File: config.mk
export PLATFORM = sky130hd
export DESIGN_NAME = bcd_time_counter
export DESIGN_NICKNAME = d
export VERILOG_FILES = /design/src/rtl/bcd_time_counter.sv
export SDC_FILE = /design/constraint.sdc
export NUM_CORES = 1
export LEC_CHECK = 0
export CORE_MARGIN = 3
export CORE_UTILIZATION = 55
export CTS_BUF_LIST = sky130_fd_sc_hd__clkbuf_4
export CTS_CLUSTER_DIAMETER = 60
export CTS_CLUSTER_SIZE = 24
export DETAILED_ROUTE_END_ITERATION = 16
export GPL_ROUTABILITY_DRIVEN = 0
export HOLD_SLACK_MARGIN = 0.12
export PLACE_DENSITY = 0.86
export SYNTH_ARGS = -nofsm -noshare
export SYNTH_HDL_FRONTEND = slang
export SYNTH_SLANG_ARGS = --single-unit
File: constraint.sdc
create_clock -name clk -period 4.2 [get_ports clk]
set_clock_uncertainty 0.05 [all_clocks]
set_input_delay 1.05 -clock clk [delete_from_list [all_inputs] [get_ports clk]]
set_output_delay 1.05 -clock clk [all_outputs]
set_load 0.01 [all_outputs]
File: src/rtl/bcd_time_counter.sv
// rtl/bcd_time_counter.sv - packed-BCD hh:mm:ss time-of-day counter with optional key-driven set mode
// Set mode (mode_key/inc_key, SET_HOUR/SET_MIN states) is compiled in only when TIME_SET_EN is defined.
module bcd_time_counter #(
    parameter logic [7:0] INIT_HOUR = 8'h00
) (
    input  logic       clk,
    input  logic       rst_n,
    input  logic       tick_1hz,
    input  logic       mode_key,
    input  logic       inc_key,
    output logic [7:0] hour,
    output logic [7:0] minute,
    output logic [7:0] second,
    output logic [1:0] mode,
    output logic       day_pulse
);

    typedef enum logic [1:0] {
        RUN      = 2'd0,
        SET_HOUR = 2'd1,
        SET_MIN  = 2'd2
    } mode_t;

    // Wraps to zero at or above max_v, or on a bad low digit, so a corrupted field self-heals.
    function automatic logic [7:0] bcd_inc(input logic [7:0] v, input logic [7:0] max_v);
        logic [7:0] r;
        if (v >= max_v || v[3:0] > 4'd9) begin
            r = 8'h00;
        end else if (v[3:0] == 4'd9) begin
            r = {v[7:4] + 4'd1, 4'd0};
        end else begin
            r = {v[7:4], v[3:0] + 4'd1};
        end
        return r;
    endfunction

    logic [7:0] hour_q, hour_d;
    logic [7:0] minute_q, minute_d;
    logic [7:0] second_q, second_d;
    logic       day_q, day_d;
    logic       in_run;

`ifdef TIME_SET_EN
    mode_t state_q, state_d;

    always_ff @(posedge clk or negedge rst_n) begin
        if (!rst_n) begin
            state_q <= RUN;
        end else begin
            state_q <= state_d;
        end
    end

    assign in_run = (state_q == RUN);
    assign mode   = state_q;
`else
    logic unused_keys;

    assign unused_keys = mode_key | inc_key;
    assign in_run      = 1'b1;
    assign mode        = RUN;
`endif

    always_comb begin
        hour_d   = hour_q;
        minute_d = minute_q;
        second_d = second_q;
        day_d    = 1'b0;
`ifdef TIME_SET_EN
        state_d  = state_q;
`endif

        // Seconds ripple into minutes and hours within one edge, so no partial carry is ever visible.
        if (in_run && tick_1hz) begin
            second_d = bcd_inc(second_q, 8'h59);
            if (second_q >= 8'h59) begin
                minute_d = bcd_inc(minute_q, 8'h59);
                if (minute_q >= 8'h59) begin
                    hour_d = bcd_inc(hour_q, 8'h23);
                    day_d  = (hour_q >= 8'h23);
                end
            end
        end

`ifdef TIME_SET_EN
        case (state_q)
            RUN: begin
                if (mode_key) begin
                    state_d = SET_HOUR;
                end
            end
            SET_HOUR: begin
                if (inc_key) begin
                    hour_d = bcd_inc(hour_q, 8'h23);
                end
                if (mode_key) begin
                    state_d = SET_MIN;
                end
            end
            SET_MIN: begin
                if (inc_key) begin
                    minute_d = bcd_inc(minute_q, 8'h59);
                end
                // Leaving set mode restarts the minute from a clean zero second.
                if (mode_key) begin
                    state_d  = RUN;
                    second_d = 8'h00;
                end
            end
            default: begin
                state_d = RUN;
            end
        endcase
`endif
    end

    always_ff @(posedge clk or negedge rst_n) begin
        if (!rst_n) begin
            hour_q   <= INIT_HOUR;
            minute_q <= 8'h00;
            second_q <= 8'h00;
            day_q    <= 1'b0;
        end else begin
            hour_q   <= hour_d;
            minute_q <= minute_d;
            second_q <= second_d;
            day_q    <= day_d;
        end
    end

    assign hour      = hour_q;
    assign minute    = minute_q;
    assign second    = second_q;
    assign day_pulse = day_q;

endmodule

==> results of run 1 <==
worst paths after layout:
path	start	endpoint	slack, ps	depth (start not counted)
setup / recovery	tick_1hz	hour[2]	1190	6
hold / removal	minute[7]	minute[7]	480	1
setup reg to reg	second[5]	hour[2]	1990	7
hold reg to reg	minute[7]	minute[7]	480	1
max in group asynchronous	rst_n	minute[5]	2220	1
min in group asynchronous	rst_n	hour[5]	1250	1
flip-flops by register name, indices dropped and copies added, names as in the netlist:
register	count
hour	8
second	8
day_pulse	1
minute	8
through the flow:
stage	hold slack (ps)	worst slack, ps	instance area [um^2]	total power [mW]	utilization, %
finish	478	1190	1680	0.555	72.9
global placement	448	977	1650	0.438	71.6
CTS	484	1220	1680	0.561	72.9
detailed placement	452	888	1650	0.448	71.6
global route	512	1120	1680	0.589	72.9
floorplan	495	1810	1380	0.380	-
power groups by stage:
stage | registers, mW | logic (mW) | clock network (mW)
after global placement | 0.307 | 0.131 | 0
after floorplan | 0.304 | 0.0758 | 0
after CTS | 0.306 | 0.139 | 0.116
after global routing | 0.312 | 0.152 | 0.125
final | 0.306 | 0.137 | 0.111
after detailed placement | 0.310 | 0.138 | 0
area by class of cell:
cell class,count,share of cell area (%)
Timing Repair Buffer,27,16.1
Sequential cell,25,37.3
Clock buffer,4,1.79
Inverter,5,1.12
Tap cell,28,2.09
Multi-Input combinational cell,113,41.5
cell families after synthesis:
| logic type | Yosys count | share of synthesized area (%) |
|---|---|---|
| and+or+nand+nor | 61 | 23.2 |
| AOI/OAI and AO/OA | 41 | 19.1 |
| DFF | 25 | 45.5 |
| buffers and inverters | 12 | 4.19 |
| adders and majority gates | 6 | 5.46 |
| muxes | 2 | 1.64 |
| other | 1 | 0.273 |
| xor gates and xnor gates | 1 | 0.637 |
routing by layer:
metal | wire length (um) | share of wire [%]
met1 | 1250 | 45
met2 | 1390 | 50
met3 | 102 | 3.7
met4 | 51 | 1.8
met5 | 0 | 0
cell usage in the layout (no fill, tap or decap), types with 5 or more instances in the layout:
master           Yosys  layout
a21o_1               5       5
inv_1                5       5
ha_1                 6       6
o21ai_0             15      15
nand3_1              7       7
nor2_1               8       8
nor3_1               6       6
nand2_1             18      18
dfrtp_1             25      25
clkdlybuf4s50_1      0      27
worst register-to-register path: stages, from the launching register on:
cell and delay [ps]:
dfrtp_1 460, inv_1 80, ha_1 150, and4_1 200
a22oi_2 160, or2_1 400, or4b_1 560, nand3_1 110
==> run summary, run 1 <==
# DRC = 0
Clock H-tree levels = 1
count of buffer and inverter cells on the critical path = 1
family with the most delay on the worst path = simple AND/OR/NAND/NOR gates
io pins = 32
Mapped Cells = 149
fmax = 0.333 GHz
sw frac = 31.2%
Multi-input gate area = 696 um^2
Routed WL = 2.79 mm
LEAKAGE = 0.752 nW
post-route ant nets = 0
CP Class = input pin to flop
# port buffers = 27
Synth warnings = 0
# setup viols final = 0
DP Cell Count = 198
Max IR drop VDD = 0.266 mV
syn avg cell area = 9.23 um^2
row count = 17
Hold Fails Final Rpt = 0
most frequent cell after synthesis = dfrtp_1
routed vias/inst = 5.69
synth unique cells = 42
GR Layer Usage met3 = 2.55%
Final Max Slew Viols = 0
Clock Root Buffer = clkbuf_4
total grt overflow = 0
met1 usage = 23.5%
ys async rst share = 100%
Post-synth top cells = dfrtp_1 (25), nand2_1 (18), o21ai_0 (15)
Die Y = 56 um
Slowest-stage cell, CP = clkdlybuf4s50_1
clock power share = 20.1%
run status = completed
CP arrival = 3210 ps
TritonRoute pass-1 iters = 4
max_slew headroom = 29.1%
MaxCap Viol Count = 0
WP data required = 4400 ps
largest net degree at the start of global routing = 26
flops & latches, synth = 25
Worst-Skew Late Latency = 310 ps
GRT busiest layer = met2
via count = 1150
Core Region = 2300 um^2
Tightest Pin Transition = 1060 ps
top-area cell type share of the netlist area = 45.5%
Pwr Density = 331 nW/um^2
layout cells sized above 1 = 4.60%
M2 GR Usage = 35.1%
main area contributors after synthesis = dfrtp_1 (45%), ha_1 (5.5%), o21ai_0 (5.5%), nand2_1 (4.9%), a21o_1 (2.7%)
Crit. End Element = flop
antenna fix cells = 0
Min Clock Period, post-route = 3010 ps
Post-synth EDFFs = 0
crit-path cells = clkdlybuf4s50_1, and4_1, a22oi_2, or2_1, or4b_1, nand3_1
Flop pwr share = 55.2%
hold crit path type = flop to flop
DR WL/cell = 13.8 um
Synth Cell Area = 1380 um^2
FF/Latch Area = 626 um^2
Setup Fix Bufs, Post-CTS = 0
cts bufs inserted = 3
clk buf depth = 2
sequential fraction of the synthesis area = 45.5%
P_int = 0.381 mW
Worst Setup Start Kind = input pin
vias in the first global route = 1219
Starting Density = 59.9%
CP Max Fanout = 14
Die ar. = 3140 um^2
Final TNS setup = 0 ps
# hold bufs at CTS = 0
leading area contributor after synthesis = dfrtp_1
Die Width = 56 um
CP max stage delay = 680 ps
final non-filler cell total = 202
CTS Sinks = 25
Switch Pwr = 0.173 mW
Detailed Route Iter0 Violations = 22
Logic pwr share = 24.7%
Nets = 186
layout filler cell count = 184
post-CTS sizing = 0
Area Growth Syn to Fin = 21.8%
post-DP HPWL = 2.14 mm
RSZ-0062 raised after global routing = false
CTS clk-pin slew, worst paths = 130 ps
crit share post-route = 71.6%
Synth Flop Type = dfrtp_1
CTS tree = done
GRT Util Overall = 19.6%
antenna violations before repair = 0
first-pass GRT wire length = 5.07 mm
No activity file was read; power rests on OpenSTA's default activity.
==> run 2: changes to the inputs <==
--- a/config.mk
+++ b/config.mk
@@ -6,14 +6,14 @@
 export NUM_CORES = 1
 export LEC_CHECK = 0
 export CORE_MARGIN = 3
-export CORE_UTILIZATION = 55
+export CORE_UTILIZATION = 51
 export CTS_BUF_LIST = sky130_fd_sc_hd__clkbuf_4
 export CTS_CLUSTER_DIAMETER = 60
 export CTS_CLUSTER_SIZE = 24
 export DETAILED_ROUTE_END_ITERATION = 16
 export GPL_ROUTABILITY_DRIVEN = 0
 export HOLD_SLACK_MARGIN = 0.12
-export PLACE_DENSITY = 0.86
+export PLACE_DENSITY = 0.8
 export SYNTH_ARGS = -nofsm -noshare
 export SYNTH_HDL_FRONTEND = slang
 export SYNTH_SLANG_ARGS = --single-unit
==> constraint.sdc (replaced) <==
create_clock -name clk -period 3 [get_ports clk]
set_clock_uncertainty 0.05 [all_clocks]
set_input_delay 0.75 -clock clk [delete_from_list [all_inputs] [get_ports clk]]
set_output_delay 0.75 -clock clk [all_outputs]
set_load 0.01 [all_outputs]
==> run 2 against run 1 <==
  * Cell area rose by 1.9%
  * Worst setup slack got worse by 410 ps
  * Flip-flop and latch count did not move
  * Utilization decreased by 5.2 points
  * Die area up 7.0%
  * Combinational power grew 39%
  * Largest power group unchanged
==> run summary, run 2 (synthesis gave the netlist of run 1 again) <==
max_slew headroom = 62.5% (+33 points)
Clock Root Buffer = clkbuf_4
run status = completed
commonest cells after routing, fill and taps aside = clkdlybuf4s50_1 (27), dfrtp_1 (25), nand2_1 (18), o21ai_0 (15), nor2_1 (8)
Clock H-tree levels = 1 (unchanged)
CP Max Fanout = 9 (-5)
Min Clock Period, post-route = 2220 ps
Reg-to-Reg End = minute[6]
FF/Latch Area = 626 um^2 (unchanged)
Crit. End Element = primary output
routed vias/inst = 5.71 (+0.32%)
family with the most delay on the worst path = buffers and inverters
largest net degree at the start of global routing = 26 (unchanged)
# port buffers = 27 (unchanged)
Worst-Skew Late Latency = 300 ps (about the same)
Die ar. = 3360 um^2 (+7.0%)
GRT Util Overall = 19.6% (-0.044 points)
post-DP HPWL = 2.16 mm (+1.0%)
Die Width = 57.9 um (+3.4%)
post-CTS sizing = 0 (unchanged)
Core Region = 2520 um^2 (+9.8%)
Starting Density = 54.5% (-5.3 points)
antenna violations before repair = 0 (unchanged)
fmax = 0.451 GHz
Nets = 190 (+2.2%)
Routed WL = 2.85 mm (+2.1%)
count of buffer and inverter cells on the critical path = 1 (unchanged)
via count = 1188 (+3.3%)
DR WL/cell = 13.7 um (-0.83%)
CTS tree = done
Final Max Slew Viols = 0 (unchanged)
cts bufs inserted = 3 (unchanged)
crit share post-route = 73.9%
crit-path cells = clkdlybuf4s50_1
RSZ-0062 raised after global routing = false
row count = 18 (+1)
min-delay src = hour[6]
# hold bufs at CTS = 0 (unchanged)
Max IR drop VDD = 0.289 mV (+8.7%)
reg-to-reg startpoint = second[5]
Hold Fails Final Rpt = 0 (unchanged)
layout filler cell count = 225 (+22%)
Final TNS setup = 0 ps (unchanged)
Worst Setup Start Kind = flop
WP data required = 2200 ps (-2200 ps)
Die Y = 57.9 um (+3.4%)
commonest non-fill, non-tap cell in the layout = clkdlybuf4s50_1
CTS clk-pin slew, worst paths = 130 ps (about the same)
Multi-input gate area = 696 um^2 (unchanged)
# DRC = 0 (unchanged)
CP max stage delay = 590 ps (-90 ps)
hold path depth = 1 (unchanged)
TritonRoute pass-1 iters = 4 (unchanged)
CP Class = flop to primary output
total grt overflow = 0 (unchanged)
clk buf depth = 2 (unchanged)
Detailed Route Iter0 Violations = 46 (+110%)
CP startpoint = second[1]
Pwr Density = 453 nW/um^2 (+37%)
CP arrival = 1420 ps (-1790 ps)
Setup Fix Bufs, Post-CTS = 0 (unchanged)
io pins = 32 (unchanged)
first-pass GRT wire length = 5.17 mm (+1.9%)
LEAKAGE = 0.770 nW (+2.4%)
layout cells sized above 1 = 6.74% (+2.1 points)
Tightest Pin Transition = 557 ps (-503 ps)
Final Power = 0.774 mW (+40%)
hold endpoint = hour[6]
Area Growth Syn to Fin = 24.2%
Slowest-stage cell, CP = clkdlybuf4s50_1
# setup viols final = 0 (unchanged)
hold crit path type = flop to flop
r2r setup slk = 980 ps (-1010 ps)
MaxCap Viol Count = 0 (unchanged)
vias in the first global route = 1190 (-2.4%)
antenna fix cells = 0 (unchanged)
Reg2Reg Depth = 8 (+1)
CTS Sinks = 25 (unchanged)
post-route ant nets = 0 (unchanged)
[run 2: cell types whose count changed in the layout (fill, tap and decap cells not counted), sizes merged]
cell  previous run  this run
buf              0         4
[run 2: layout make-up]
cell class / count / share of cell area [%]
flip-flops and latches: 25 / 36.6
clock buffers: 4 / 1.76
repair buffers: 31 / 17.6
multi-input cells: 113 / 40.7
well taps: 30 / 2.20
inverters: 5 / 1.10
[run 2: where the power goes]
group          internal [mW]  switching, mW
Sequential             0.368         0.0608
Clock                 0.0608         0.0937
Combinational          0.107         0.0844
[run 2: per-stage QoR]
stage | utilization (%) | setup WS [ps] | cell area [um^2] | cells | hold slack (ps)
3_3_place_gp | 66.5 | 509 | 1680 | 204 | 446
6_report | 67.7 | 783 | 1710 | 208 | 479
4_1_cts | 67.7 | 760 | 1710 | 208 | 491
2_1_floorplan | - | 914 | 1380 | 150 | 404
3_5_place_dp | 66.5 | 462 | 1680 | 204 | 459
5_1_grt | 67.7 | 708 | 1710 | 208 | 528
[run 2: worst max path at each step]
stage | to | slack [ps] | depth (start not counted)
floorplan | hour[2] | 910 | 6
global placement | hour[2] | 510 | 6
detailed placement | hour[2] | 460 | 6
CTS | second[1] | 760 | 1
global route | hour[2] | 710 | 1
finish | second[1] | 780 | 1
[run 2: routing by layer]
metal	wire length [um]	share of wire, %	track usage (%)
met4	39	1.4	6.95
met3	110	3.9	3.34
met5	0	0	0
met2	1460	51	33.7
met1	1250	44	24.7
==> run 3: changes to the inputs <==
--- a/config.mk
+++ b/config.mk
@@ -6,14 +6,14 @@
 export NUM_CORES = 1
 export LEC_CHECK = 0
 export CORE_MARGIN = 3
-export CORE_UTILIZATION = 51
+export CORE_UTILIZATION = 46
 export CTS_BUF_LIST = sky130_fd_sc_hd__clkbuf_4
 export CTS_CLUSTER_DIAMETER = 60
 export CTS_CLUSTER_SIZE = 24
 export DETAILED_ROUTE_END_ITERATION = 16
 export GPL_ROUTABILITY_DRIVEN = 0
 export HOLD_SLACK_MARGIN = 0.12
-export PLACE_DENSITY = 0.8
+export PLACE_DENSITY = 0.76
 export SYNTH_ARGS = -nofsm -noshare
 export SYNTH_HDL_FRONTEND = slang
 export SYNTH_SLANG_ARGS = --single-unit
==> constraint.sdc (replaced) <==
create_clock -name clk -period 1.9 [get_ports clk]
set_clock_uncertainty 0.05 [all_clocks]
set_input_delay 0.475 -clock clk [delete_from_list [all_inputs] [get_ports clk]]
set_output_delay 0.475 -clock clk [all_outputs]
set_load 0.01 [all_outputs]
==> run 3 against run 2 <==
  * Combinational power up 130%
  * Worst hold slack got worse by 25 ps
  * Register-to-register slack got worse by 900 ps
  * First-iteration DRC count shrank 22%
  * Routed wire length rose by 11%
  * Cell area rose by 13%
  * Total power grew 69%
  * Die area rose by 9.7%
  * Utilization grew 1.4 points
  * Critical path depth unchanged
  * Non-clock buffer count up 23
  * Largest cell class unchanged
==> run summary, run 3 (synthesis gave the netlist of run 1 again) <==
run status = completed
Reg-to-Reg End = hour[2]
Worst-Skew Late Latency = 310 ps (about the same)
Max IR drop VDD = 0.718 mV (+150%)
hold crit path type = input pin to asynchronous set/reset pin
reg-to-reg startpoint = second[5]
CP Class = flop to primary output
Crit. End Element = primary output
cts bufs inserted = 3 (unchanged)
row count = 19 (+1)
MaxCap Viol Count = 0 (unchanged)
Nets = 213 (+12%)
post-DP HPWL = 2.26 mm (+4.8%)
Slowest-stage cell, CP = clkdlybuf4s50_1
antenna violations before repair = 0 (unchanged)
GR Layer Usage met3 = 2.77% (-0.57 points)
CP arrival = 1320 ps (-100 ps)
clk buf depth = 2 (unchanged)
setup ws final = 60.0 ps (-723 ps)
first-pass GRT wire length = 4.97 mm (-3.8%)
Die Width = 60.7 um (+4.7%)
layout cells sized above 1 = 23.9% (+17 points)
CTS Sinks = 25 (unchanged)
Area Growth Syn to Fin = 40.9%
TritonRoute pass-1 iters = 4 (unchanged)
io pins = 32 (unchanged)
CP max stage delay = 550 ps (-40 ps)
vias in the first global route = 1120 (-5.9%)
# DRC = 0 (unchanged)
GRT Util Overall = 17.8% (-1.8 points)
met1 usage = 23.6% (-1.1 points)
CP Max Fanout = 7 (-2)
crit-path cells = clkdlybuf4s50_1
Routed WL = 3.18 mm (+11%)
commonest cells after routing, fill and taps aside = buf_4 (27), clkdlybuf4s50_1 (19), nand2_1 (18), dfrtp_1 (18), o21ai_0 (15)
M2 GR Usage = 29.2% (-4.5 points)
# hold bufs at CTS = 0 (unchanged)
antenna fix cells = 0 (unchanged)
Worst Setup Start Kind = flop
Detailed Route Iter0 Violations = 36 (-22%)
Clock Root Buffer = clkbuf_4
layout filler cell count = 213 (-5.3%)
Final TNS setup = 0 ps (unchanged)
Final Power = 1.31 mW (+69%)
count of buffer and inverter cells on the critical path = 1 (unchanged)
routed vias/inst = 5.61 (-1.8%)
r2r setup slk = 80 ps (-900 ps)
commonest non-fill, non-tap cell in the layout = buf_4
CTS tree = done
CTS clk-pin slew, worst paths = 130 ps (about the same)
Core Region = 2810 um^2 (+11%)
final core area utilization = 69.1% (+1.4 points)
fmax = 0.543 GHz
Setup WS pre-CTS = -275 ps (-737 ps)
largest net degree at the start of global routing = 26 (unchanged)
family with the most delay on the worst path = buffers and inverters
Starting Density = 49.0% (-5.5 points)
Min Clock Period, post-route = 1840 ps
post-route ant nets = 0 (unchanged)
LEAKAGE = 0.981 nW (+27%)
Clock H-tree levels = 1 (unchanged)
# setup viols final = 0 (unchanged)
via count = 1301 (+9.5%)
FF/Latch Area = 634 um^2 (+1.4%)
total grt overflow = 0 (unchanged)
Die ar. = 3680 um^2 (+9.7%)
Multi-input gate area = 731 um^2 (+5.0%)
Final Max Slew Viols = 0 (unchanged)
Pwr Density = 675 nW/um^2 (+49%)
Reg2Reg Depth = 7 (-1)
Hold Fails Final Rpt = 0 (unchanged)
WP data required = 1370 ps (-830 ps)
GRT busiest layer = met2
Die Y = 60.7 um (+4.7%)
# port buffers = 27 (unchanged)
DR WL/cell = 13.7 um (-0.23%)
crit share post-route = 96.8%
## run 3: cell types whose count changed in the layout (fill, tap and decap cells not counted), sizes merged
cell / before / now
buf: 4 / 27
clkdlybuf4s50: 27 / 19
dlymetal6s2s: 0 / 6
dlygate4sd2: 0 / 2
## run 3: what timing repair did
item / 4_1_cts / 5_1_grt
setup endpoints to repair: 6 / 25
buffers inserted: 0 / 12
resized for setup: 6 / 17
pin swaps: 0 / 9
## run 3: report_power, final
| part | switching (mW) | internal, mW |
|---|---|---|
| clock network | 0.152 | 0.0961 |
| registers | 0.0375 | 0.583 |
| logic | 0.207 | 0.233 |
## run 3: final cells by class
| type | instances | share of cell area [%] |
|---|---|---|
| Sequential cell | 25 | 32.7 |
| Clock buffer | 4 | 1.55 |
| Tap cell | 31 | 2.00 |
| Multi-Input combinational cell | 113 | 37.7 |
| Inverter | 5 | 0.968 |
| Timing Repair Buffer | 54 | 25.0 |
## run 3: routing by layer
layer | wire [um] | share of wire [%]
met5 | 0 | 0
met2 | 1620 | 51
met1 | 1420 | 45
met3 | 117 | 3.7
met4 | 20 | 0.63
## run 3: worst max-delay path by stage
stage	startpoint	to	cells past startpoint
detailed placement	tick_1hz	second[6]	7
CTS	second[2]	second[2]	2
global route	minute[5]	minute[5]	1
floorplan	second[5]	hour[2]	7
global placement	tick_1hz	hour[2]	6
finish	hour[1]	hour[1]	1
## run 3: metrics by stage
step	hold slack, ps	instance area [um^2]	instances
global placement	445	1770	217
global route	462	1940	232
detailed placement	456	1770	217
floorplan	129	1380	150
CTS	462	1800	221
finish	454	1940	232
